--- src/rtl/cmos_pixel_packer_if.sv ---
`default_nettype none
// ============================================================================
//  Module      : cmos_pixel_packer_if
//  Description : Pixel stream bundle between a CMOS-style source and the
//                pixel packer, plus the packed-word stream toward the video
//                buffer.
//  Signals     : pix_data_i  - raw pixel sample (PIX_WDT bits)
//                fv_i, lv_i  - frame / line valid from the source
//                cam_data_o  - 32-bit packed word
//                cam_dvld_o  - packed word valid
//                cam_fv_o    - frame valid aligned to the packed stream
//                cam_lv_o    - write qualifier (mirrors cam_dvld_o)
//  Modports    : master - drives the pixel stream, observes packed output
//                slave  - the packer itself
//  Revision    : 1.0 - initial release
// ============================================================================
interface cmos_pixel_packer_if #(
    parameter int PIX_WDT = 10
);
    logic [PIX_WDT-1:0] pix_data_i;
    logic               fv_i;
    logic               lv_i;
    logic [31:0]        cam_data_o;
    logic               cam_dvld_o;
    logic               cam_fv_o;
    logic               cam_lv_o;

    modport master (
        output pix_data_i, fv_i, lv_i,
        input  cam_data_o, cam_dvld_o, cam_fv_o, cam_lv_o
    );

    modport slave (
        input  pix_data_i, fv_i, lv_i,
        output cam_data_o, cam_dvld_o, cam_fv_o, cam_lv_o
    );
endinterface
`default_nettype wire

--- src/rtl/cmos_pixel_packer.sv ---
`default_nettype none
// ============================================================================
//  Module      : cmos_pixel_packer
//  Description : Captures frames from a CMOS-style pixel bus (fv/lv/data),
//                packs pixel pairs into 32-bit words (first pixel in the low
//                half), flushes odd half words at line end, and checks line
//                length and frame height against programmed expectations.
//  Ports       : clk_i          - pixel clock
//                rstn_i         - asynchronous active-low reset
//                enable_i       - capture enable, sampled only while idle
//                frame_width_i  - expected pixels per line (latched per frame)
//                frame_height_i - expected lines per frame (latched per frame)
//                cam_if         - pixel input / packed output stream
//                line_err_o     - one-cycle pulse, line length mismatch
//                frame_err_o    - one-cycle pulse, frame height mismatch
//                frame_cnt_o    - completed frame count (wrapping)
//  Revision    : 1.0 - initial release
// ============================================================================
module cmos_pixel_packer #(
    parameter int PIX_WDT = 10,
    parameter int CNT_WDT = 16
) (
    input  wire                 clk_i,
    input  wire                 rstn_i,
    input  wire                 enable_i,
    input  wire [CNT_WDT-1:0]   frame_width_i,
    input  wire [CNT_WDT-1:0]   frame_height_i,
    cmos_pixel_packer_if.slave  cam_if,
    output logic                line_err_o,
    output logic                frame_err_o,
    output logic [CNT_WDT-1:0]  frame_cnt_o
);

    typedef enum logic [1:0] {
        ST_IDLE  = 2'd0,
        ST_FRAME = 2'd1,
        ST_LINE  = 2'd2
    } state_t;

    localparam logic [CNT_WDT-1:0] c_CNT_MAX = {CNT_WDT{1'b1}};
    localparam logic [CNT_WDT-1:0] c_CNT_ONE = CNT_WDT'(1);

    state_t             r_state;
    state_t             w_state_nxt;
    logic               w_frame_start;
    logic               w_frame_end;
    logic               w_line_start;
    logic               w_line_end;
    logic               w_pix_vld;

    logic [PIX_WDT-1:0] w_pix;
    logic [15:0]        w_pix_ext;
    logic               w_fv;
    logic               w_lv;

    logic               r_fv_prev;
    logic               r_fv_d1;
    logic               r_fv_d2;

    logic [CNT_WDT-1:0] r_pix_cnt;
    logic [CNT_WDT-1:0] r_line_cnt;
    logic [CNT_WDT-1:0] w_pix_cnt_inc;
    logic [CNT_WDT-1:0] w_line_cnt_inc;
    logic [CNT_WDT-1:0] r_width;
    logic [CNT_WDT-1:0] r_height;
    logic [CNT_WDT-1:0] r_frame_cnt;

    logic [15:0]        r_half;
    logic               r_half_vld;
    logic [31:0]        r_data;
    logic               r_dvld;
    logic               r_line_err;
    logic               r_frame_err;

    assign w_pix     = cam_if.pix_data_i;
    assign w_pix_ext = 16'(w_pix);
    assign w_fv      = cam_if.fv_i;
    assign w_lv      = cam_if.lv_i;

    assign w_pix_cnt_inc  = (r_pix_cnt  == c_CNT_MAX) ? r_pix_cnt  : r_pix_cnt  + c_CNT_ONE;
    assign w_line_cnt_inc = (r_line_cnt == c_CNT_MAX) ? r_line_cnt : r_line_cnt + c_CNT_ONE;

    // ------------------------------------------------------------------
    // State register
    // ------------------------------------------------------------------
    always_ff @(posedge clk_i or negedge rstn_i) begin
        if (!rstn_i) begin
            r_state <= ST_IDLE;
        end else begin
            r_state <= w_state_nxt;
        end
    end

    // ------------------------------------------------------------------
    // Next state and per-edge control strobes
    // ------------------------------------------------------------------
    always_comb begin
        w_state_nxt   = r_state;
        w_frame_start = 1'b0;
        w_frame_end   = 1'b0;
        w_line_start  = 1'b0;
        w_line_end    = 1'b0;
        w_pix_vld     = 1'b0;
        case (r_state)
            ST_IDLE: begin
                // Only a genuine fv rise starts capture; a frame already in
                // flight when enable comes up is skipped entirely.
                if (enable_i && w_fv && !r_fv_prev) begin
                    w_state_nxt   = ST_FRAME;
                    w_frame_start = 1'b1;
                end
            end
            ST_FRAME: begin
                if (!w_fv) begin
                    w_state_nxt = ST_IDLE;
                    w_frame_end = 1'b1;
                end else if (w_lv) begin
                    w_state_nxt  = ST_LINE;
                    w_line_start = 1'b1;
                    w_pix_vld    = 1'b1;
                end
            end
            ST_LINE: begin
                if (!w_fv || !w_lv) begin
                    w_line_end  = 1'b1;
                    if (!w_fv) begin
                        w_state_nxt = ST_IDLE;
                        w_frame_end = 1'b1;
                    end else begin
                        w_state_nxt = ST_FRAME;
                    end
                end else begin
                    w_pix_vld = 1'b1;
                end
            end
            default: begin
                w_state_nxt = ST_IDLE;
            end
        endcase
    end

    // ------------------------------------------------------------------
    // Packing datapath, counters and checks
    // ------------------------------------------------------------------
    always_ff @(posedge clk_i or negedge rstn_i) begin
        if (!rstn_i) begin
            // fv history starts high so a frame already running when reset
            // releases is not mistaken for a fresh frame start.
            r_fv_prev   <= 1'b1;
            r_fv_d1     <= 1'b0;
            r_fv_d2     <= 1'b0;
            r_pix_cnt   <= '0;
            r_line_cnt  <= '0;
            r_width     <= '0;
            r_height    <= '0;
            r_frame_cnt <= '0;
            r_half      <= '0;
            r_half_vld  <= 1'b0;
            r_data      <= '0;
            r_dvld      <= 1'b0;
            r_line_err  <= 1'b0;
            r_frame_err <= 1'b0;
        end else begin
            r_dvld      <= 1'b0;
            r_line_err  <= 1'b0;
            r_frame_err <= 1'b0;
            r_fv_prev   <= w_fv;

            // Two-stage delay keeps cam_fv high until the last flush word
            // has been presented.
            r_fv_d1 <= w_fv && (r_state != ST_IDLE);
            r_fv_d2 <= r_fv_d1;

            if (w_frame_start) begin
                r_line_cnt <= '0;
                r_width    <= frame_width_i;
                r_height   <= frame_height_i;
            end

            if (w_pix_vld) begin
                if (w_line_start) begin
                    // Pair alignment restarts with every line.
                    r_pix_cnt  <= c_CNT_ONE;
                    r_half     <= w_pix_ext;
                    r_half_vld <= 1'b1;
                end else begin
                    r_pix_cnt <= w_pix_cnt_inc;
                    if (r_half_vld) begin
                        r_data     <= {w_pix_ext, r_half};
                        r_dvld     <= 1'b1;
                        r_half_vld <= 1'b0;
                    end else begin
                        r_half     <= w_pix_ext;
                        r_half_vld <= 1'b1;
                    end
                end
            end

            if (w_line_end) begin
                if (r_half_vld) begin
                    r_data     <= {16'h0000, r_half};
                    r_dvld     <= 1'b1;
                    r_half_vld <= 1'b0;
                end
                r_line_err <= (r_pix_cnt != r_width);
                r_line_cnt <= w_line_cnt_inc;
            end

            if (w_frame_end) begin
                // When lv and fv drop together the closing line counts.
                r_frame_err <= ((w_line_end ? w_line_cnt_inc : r_line_cnt) != r_height);
                r_frame_cnt <= r_frame_cnt + c_CNT_ONE;
            end
        end
    end

    assign cam_if.cam_data_o = r_data;
    assign cam_if.cam_dvld_o = r_dvld;
    assign cam_if.cam_lv_o   = r_dvld;
    assign cam_if.cam_fv_o   = r_fv_d2;
    assign line_err_o        = r_line_err;
    assign frame_err_o       = r_frame_err;
    assign frame_cnt_o       = r_frame_cnt;

endmodule
`default_nettype wire

--- src/flat_wrapper.sv ---
// flat-port wrapper written by rule: the top's interface ports become plain ports
module cmos_pixel_packer_flat 
#(
    parameter int PIX_WDT = 10,
    parameter int CNT_WDT = 16
)
  (clk_i, rstn_i, enable_i, frame_width_i, frame_height_i, line_err_o, frame_err_o, frame_cnt_o, cam_if_pix_data_i, cam_if_fv_i, cam_if_lv_i, cam_if_cam_data_o, cam_if_cam_dvld_o, cam_if_cam_fv_o, cam_if_cam_lv_o);
  cmos_pixel_packer_if #(.PIX_WDT(PIX_WDT)) cam_if_i ();
  input  wire clk_i;
  input  wire rstn_i;
  input  wire enable_i;
  input  wire [CNT_WDT-1:0] frame_width_i;
  input  wire [CNT_WDT-1:0] frame_height_i;
  output logic line_err_o;
  output logic frame_err_o;
  output logic [CNT_WDT-1:0] frame_cnt_o;
  input wire logic [$bits(cam_if_i.pix_data_i)-1:0] cam_if_pix_data_i;
  input wire logic [$bits(cam_if_i.fv_i)-1:0] cam_if_fv_i;
  input wire logic [$bits(cam_if_i.lv_i)-1:0] cam_if_lv_i;
  output wire logic [$bits(cam_if_i.cam_data_o)-1:0] cam_if_cam_data_o;
  output wire logic [$bits(cam_if_i.cam_dvld_o)-1:0] cam_if_cam_dvld_o;
  output wire logic [$bits(cam_if_i.cam_fv_o)-1:0] cam_if_cam_fv_o;
  output wire logic [$bits(cam_if_i.cam_lv_o)-1:0] cam_if_cam_lv_o;
  assign cam_if_i.pix_data_i = cam_if_pix_data_i;
  assign cam_if_i.fv_i = cam_if_fv_i;
  assign cam_if_i.lv_i = cam_if_lv_i;
  assign cam_if_cam_data_o = cam_if_i.cam_data_o;
  assign cam_if_cam_dvld_o = cam_if_i.cam_dvld_o;
  assign cam_if_cam_fv_o = cam_if_i.cam_fv_o;
  assign cam_if_cam_lv_o = cam_if_i.cam_lv_o;
  cmos_pixel_packer #(.PIX_WDT(PIX_WDT), .CNT_WDT(CNT_WDT)) u_core (.clk_i(clk_i), .rstn_i(rstn_i), .enable_i(enable_i), .frame_width_i(frame_width_i), .frame_height_i(frame_height_i), .cam_if(cam_if_i), .line_err_o(line_err_o), .frame_err_o(frame_err_o), .frame_cnt_o(frame_cnt_o));
endmodule
--- config.mk ---
export PLATFORM = sky130hd
export DESIGN_NAME = cmos_pixel_packer_flat
export DESIGN_NICKNAME = d
export VERILOG_FILES = /design/src/rtl/cmos_pixel_packer_if.sv /design/src/rtl/cmos_pixel_packer.sv /design/src/flat_wrapper.sv
export SDC_FILE = /design/constraint.sdc
export NUM_CORES = 1
export LEC_CHECK = 0
export ABC_CLOCK_PERIOD_IN_PS = 2400
export CORE_MARGIN = 4
export CORE_UTILIZATION = 25
export CTS_CLUSTER_DIAMETER = 150
export DETAILED_ROUTE_END_ITERATION = 8
export DONT_BUFFER_PORTS = 1
export PLACE_DENSITY_LB_ADDON = 0.12
export SLEW_MARGIN = 20
export SYNTH_ARGS = -nofsm -noshare
export SYNTH_HDL_FRONTEND = slang
export SYNTH_SLANG_ARGS = --single-unit
--- constraint.sdc ---
create_clock -name clk_i -period 2.4 [get_ports clk_i]
set_input_delay 0.48 -clock clk_i [delete_from_list [all_inputs] [get_ports clk_i]]
set_output_delay 0.48 -clock clk_i [all_outputs]
set_load 0.02 [all_outputs]
Word-level counts from Yosys, hierarchy flattened
Index checks and enable logic that the tools add are counted.

word-level totals
  register bits = 137
  input port bits = 47
  output and inout port bits = 53
  word-level logic and storage cells = 85

operators by class
  add/subtract/negate cells = 3
  eq/ne operators = 11
  muxes and demuxes = 43
  reductions and logical operators = 13

operators with widths
  operator                                              count
  two-way mux 32 bit                                    5
  two-way mux 16 bit                                    8
  adder 16 x 1 -> 16 bit (second input constant)        3
  equality test 16 bit (second input constant)          2
  != test 16 bit                                        2
  two-way mux 1 bit                                     23
  two-way mux 2 bit                                     4
  != test 2 x 1 -> 1 bit (second input constant)        4
  case mux 2 bit (3 select lines)                       1
  case mux 1 bit (2 select lines)                       2
  AND reduction 2 bit                                   2
  nonzero test 2 bit                                    2
  logical AND 1 bit                                     3
  logical NOT 1 bit                                     3
  != test 3 bit (second input constant)                 1
  AND reduction 3 bit                                   1
  equality test 2 x 1 -> 1 bit (second input constant)  1
  equality test 2 bit (second input constant)           1
  logical NOT 2 bit                                     1
  logical OR 1 bit                                      1

Depth between registers and ports, before layout
  depth after elaboration = 7
  depth in mapped cells = 10
  gate-level depth less buffers = 9

Worst setup path after synthesis
Ideal clock, no wire load.

  path type = reg-to-reg
  start point = register u_core.r_line_cnt[0]
  end point = register u_core.r_frame_err, in the netlist u_core.frame_err_o
  setup time = 0.148 ns
  arrival = 2.349 ns
  data required time = 2.252 ns
  slack = -0.096 ns
  stages on the path, launching flop included = 10
  buffers on the path = 1
  period minus slack after synthesis = 2.496 ns
  cells stage by stage = dfrtp_1 -> ha_1 -> and3_1 -> buf_6 -> nand2_4 -> o21ai_4 -> or3_4 -> or3b_1 -> a2111oi_2 -> a41oi_1

between the ends
  cells in the longest elaborated chain, start to end = 5
  elaborated cells on any way between the ends = 6
  classes of those cells = add/sub (1); eq/ne (2); mux (3)

RTL lines
  what                                                            line                      source
  start, declared                                                 cmos_pixel_packer.sv:61   logic [CNT_WDT-1:0] r_line_cnt;
  start signal, assigned                                          cmos_pixel_packer.sv:206  r_line_cnt <= w_line_cnt_inc;
  adder 16 x 1 -> 16 bit or equality test 16 bit (tied branches)  cmos_pixel_packer.sv:81   assign w_line_cnt_inc = (r_line_cnt == c_CNT_MAX) ? r_line_cnt : r_line_cnt + c_CNT_ONE;
  two-way mux 16 bit                                              cmos_pixel_packer.sv:81
  two-way mux 16 bit (*)                                          cmos_pixel_packer.sv:211  r_frame_err <= ((w_line_end ? w_line_cnt_inc : r_line_cnt) != r_height);
  != test 16 bit (*)                                              cmos_pixel_packer.sv:211
  two-way mux 1 bit (*)                                           cmos_pixel_packer.sv:209  if (w_frame_end) begin
  end signal, assigned                                            cmos_pixel_packer.sv:211
  end, declared                                                   cmos_pixel_packer.sv:73   logic r_frame_err;

Mark *: on every way between the ends. The rest lies on a longest branch, timed or not.
A chain may end at the register's enable or synchronous reset.

Worst setup path after layout
Same ends and word-level chain as after synthesis.

==> reports/qor.json <==
{
  "grt_antenna_before_repair": {"value": 1},
  "actual_transition_at_the_worst_max_transition_pin": {"value": 535, "unit": "ps"},
  "initial_utilization": {"value": 25.5, "unit": "%"},
  "final_critical_path_setup_slack": {"value": -8.05, "unit": "ps"},
  "cp_max_fo": {"value": 8},
  "pin_count_of_the_biggest_net_entering_global_routing": {"value": 132},
  "synth_common_cells": {"value": "130 x dfrtp_1, 61 x nand2_1, 45 x xnor2_1"},
  "synth_largest_area_cell": {"value": "dfrtp_1"},
  "grt_pass1_vias": {"value": 4724},
  "avgSynthCellArea": {"value": 11.0, "unit": "µm²"},
  "period_minus_slack": {"value": 2410, "unit": "ps"},
  "routed_wirelength": {"value": 16600, "unit": "µm"},
  "start_kind": {"value": "flop"},
  "cts.reportedPaths.clkPinSlew": {"value": 70, "unit": "ps"},
  "portBuffers": {"value": 0},
  "report.final.hold_viol_count": {"value": 130},
  "synth-main-ff-cell": {"value": "dfrtp_1"},
  "combinational_family_with_the_most_area_after_synthesis": {"value": "simple AND/OR/NAND/NOR gates"},
  "synthXorXnorAreaFrac": {"value": 8.85, "unit": "%"},
  "synthMuxAreaShare": {"value": 8.43, "unit": "%"},
  "placed_cell_area": {"value": 6890, "unit": "µm²"},
  "number_of_max_slew_violations_in_the_final_report": {"value": 0},
  "final_worst_path_cycle_share": {"value": 100, "unit": "%"},
  "place.detailed.instances": {"value": 916},
  "drive_above_1_share": {"value": 26.0, "unit": "%"},
  "r2r_setup_slack": {"value": -8, "unit": "ps"},
  "setup.worst_path.class": {"value": "reg -> reg"},
  "finalNetCount": {"value": 671},
  "timing.critical_path.to_type": {"value": "flop"},
  "clock_path_buffers": {"value": 2},
  "floorplan.rows": {"value": 57},
  "synthTopCellsByArea": {"value": "dfrtp_1 52%, mux2_2 7.9%, xnor2_1 6.3%, nand2_1 3.7%, xor2_1 2.5%"},
  "clock_tree.htree_level_count": {"value": 4},
  "via_per_inst": {"value": 4.68},
  "ir_drop": {"value": 0.544, "unit": "mV"},
  "max_clock_freq": {"value": 0.415, "unit": "GHz"},
  "reg2reg_from": {"value": "u_core.r_line_cnt[0]"},
  "yosys.area_share.simple": {"value": 17.6, "unit": "%"},
  "post_synth_fa_ha_maj_area_fraction": {"value": 1.40, "unit": "%"},
  "synth-edff-count": {"value": 0},
  "die-height": {"value": 166, "unit": "µm"},
  "grt_setup_unrepaired": {"value": "true"},
  "dr.pass1.iters": {"value": 4},
  "asyncSetResetFlopFracSynth": {"value": 100, "unit": "%"},
  "synth.most_common_cell": {"value": "dfrtp_1"},
  "seq_area_frac_synth": {"value": 52.6, "unit": "%"},
  "cts_buffers": {"value": 17},
  "fin_worst_skew": {"value": 10.6, "unit": "ps"},
  "dr.first_iter.drc_count": {"value": 154},
  "die_width": {"value": 166, "unit": "µm"},
  "synth_compound_gate_area_share": {"value": 8.61, "unit": "%"},
  "max-cap-violations": {"value": 0},
  "io-pin-count": {"value": 100},
  "syn2layout_area_growth": {"value": 22.7, "unit": "%"},
  "power-per-cell-area": {"value": 1090, "unit": "nW/µm²"},
  "post_synth_inst_count": {"value": 568},
  "synthDominantCellAreaShare": {"value": 52.2, "unit": "%"},
  "reg2reg_to": {"value": "u_core.frame_err_o"},
  "post_route_setup_tns": {"value": -8.05, "unit": "ps"},
  "drc": {"value": 0},
  "dr_total_vias": {"value": 4466},
  "status": {"value": "finished, violations left"},
  "core": {"value": 24500, "unit": "µm²"},
  "cp_data_required_time": {"value": 2670, "unit": "ps"},
  "synth_seq_cells": {"value": 131},
  "layout.cell_area.non_filler": {"value": 7660, "unit": "µm²"},
  "grt_pass1_wl": {"value": 26800, "unit": "µm"},
  "timing.final.setup_violations": {"value": 1},
  "crit_arrival": {"value": 2680, "unit": "ps"},
  "timing.reg2reg.worst_path_depth": {"value": 8},
  "static-leakage-power": {"value": 3.29, "unit": "nW"},
  "grt_util_all_layers": {"value": 12.2, "unit": "%"},
  "gr-total-overflow": {"value": 0},
  "worst_hold_slack": {"value": -246, "unit": "ps"},
  "antenna-diode-count": {"value": 0},
  "yosys_warning_count": {"value": 0},
  "syn_nets": {"value": 622},
  "tritoncts": {"value": "built"},
  "clock-root-buffer": {"value": "clkbuf_16"},
  "post_drt_wl_per_cell": {"value": 17.4, "unit": "µm"},
  "max-slew-margin-rel": {"value": 64.1, "unit": "%"},
  "netlist_area": {"value": 6240, "unit": "µm²"},
  "min_path_type": {"value": "in -> async"},
  "layout.cells.non_filler": {"value": 954},
  "post_synth_num_cell_types": {"value": 61},
  "worst_skew_pair.late_latency": {"value": 420, "unit": "ps"},
  "detailed_place_hpwl": {"value": 11800, "unit": "µm"},
  "route.antenna.remaining_nets": {"value": 0},
  "floorplan.die_area": {"value": 27500, "unit": "µm²"},
  "clock_sink_count": {"value": 131},
  "finalWeightedCongestion": {"value": 0.859},
  "failed_checks": {"value": "negative hold slack, negative setup slack"}
}
cell type report:
type / instances / area [µm²]
Clock buffer: 17 / 425
Clock inverter: 15 / 194
Fill cell: 2483 / 16800
Inverter: 10 / 37.5
Multi-Input combinational cell: 404 / 2910
Sequential cell: 131 / 3280
Tap cell: 324 / 405
Timing Repair Buffer: 53 / 402
kinds of logic after synthesis:
| kind of cell | Yosys count |
|---|---|
| compound gates | 75 |
| xor+xnor | 63 |
| fa+ha+maj | 7 |
| buf+inv | 33 |
| flops | 131 |
| mux | 47 |
| simple gates | 212 |
metal layers:
| metal | global-route usage (%) | part of all wire [%] | up-vias | wire, µm |
|---|---|---|---|---|
| li1 | - | - | 2103 | - |
| met3 | 4.31 | 5.7 | 25 | 949 |
| met4 | 4.20 | 1.8 | 2 | 302 |
| met1 | 15.1 | 44 | 2235 | 7290 |
| met2 | 20.0 | 48 | 101 | 8030 |
| met5 | 0 | 0.078 | - | 13 |
cell usage in the layout (no fill, tap or decap), types with 9 or more instances in the layout:
cell       count
dfrtp_1      128
nand2_1       61
buf_4         52
xnor2_1       45
mux2_2        44
nor2_1        36
nand3_1       26
nand4_1       21
o21ai_0       20
xor2_1        18
clkbuf_16     17
and2_1        12
a22o_1        11
a21oi_1       10
inv_1          9
report_power, final:
group	internal [mW]	total, mW	switching, mW	leakage (nW)
clock network	1.67	2.79	1.12	0.305
registers	2.85	3.70	0.846	1.71
logic	1.01	1.86	0.845	1.28
total	5.54	8.35	2.81	3.29
per-stage QoR:
step	hold WS (ps)	utilization (%)	power, mW	setup WS (ps)
6_report	-246	31.3	8.35	-8.05
5_1_grt	-275	31.3	8.86	-83.6
4_1_cts	-272	30.7	8.39	3.83
3_5_place_dp	192	28.2	5.52	-18.2
3_3_place_gp	193	28.2	5.49	-9.60
2_1_floorplan	184	-	4.90	13.9
worst max path at each step:
stage | from | to | slack [ps] | depth (start not counted)
3_5_place_dp | u_core.r_state[0] | u_core.frame_err_o | -20 | 9
2_1_floorplan | u_core.r_line_cnt[0] | u_core.frame_err_o | 10 | 9
3_3_place_gp | u_core.r_state[0] | u_core.frame_err_o | -10 | 9
6_report | u_core.r_line_cnt[0] | u_core.frame_err_o | -8 | 8
5_1_grt | u_core.r_line_cnt[1] | u_core.frame_err_o | -80 | 8
4_1_cts | u_core.r_line_cnt[1] | u_core.frame_err_o | 4 | 8
worst max-delay path, cell delays in order (launching register included):
cell and delay (ps):
dfrtp_2 430, ha_4 190, and3_4 200, nand2_4 80, o21ai_4 60, or3_4 370, or3b_4 390, a2111oi_4 370
a41oi_2 160
repair_timing:
item	4_1_cts	5_1_grt
resized for setup	1	22
hold endpoints to repair	131	130
pin swaps	0	5
setup buffers	0	6
setup endpoints to repair	1	45
Power figures use the tool's default switching activity.
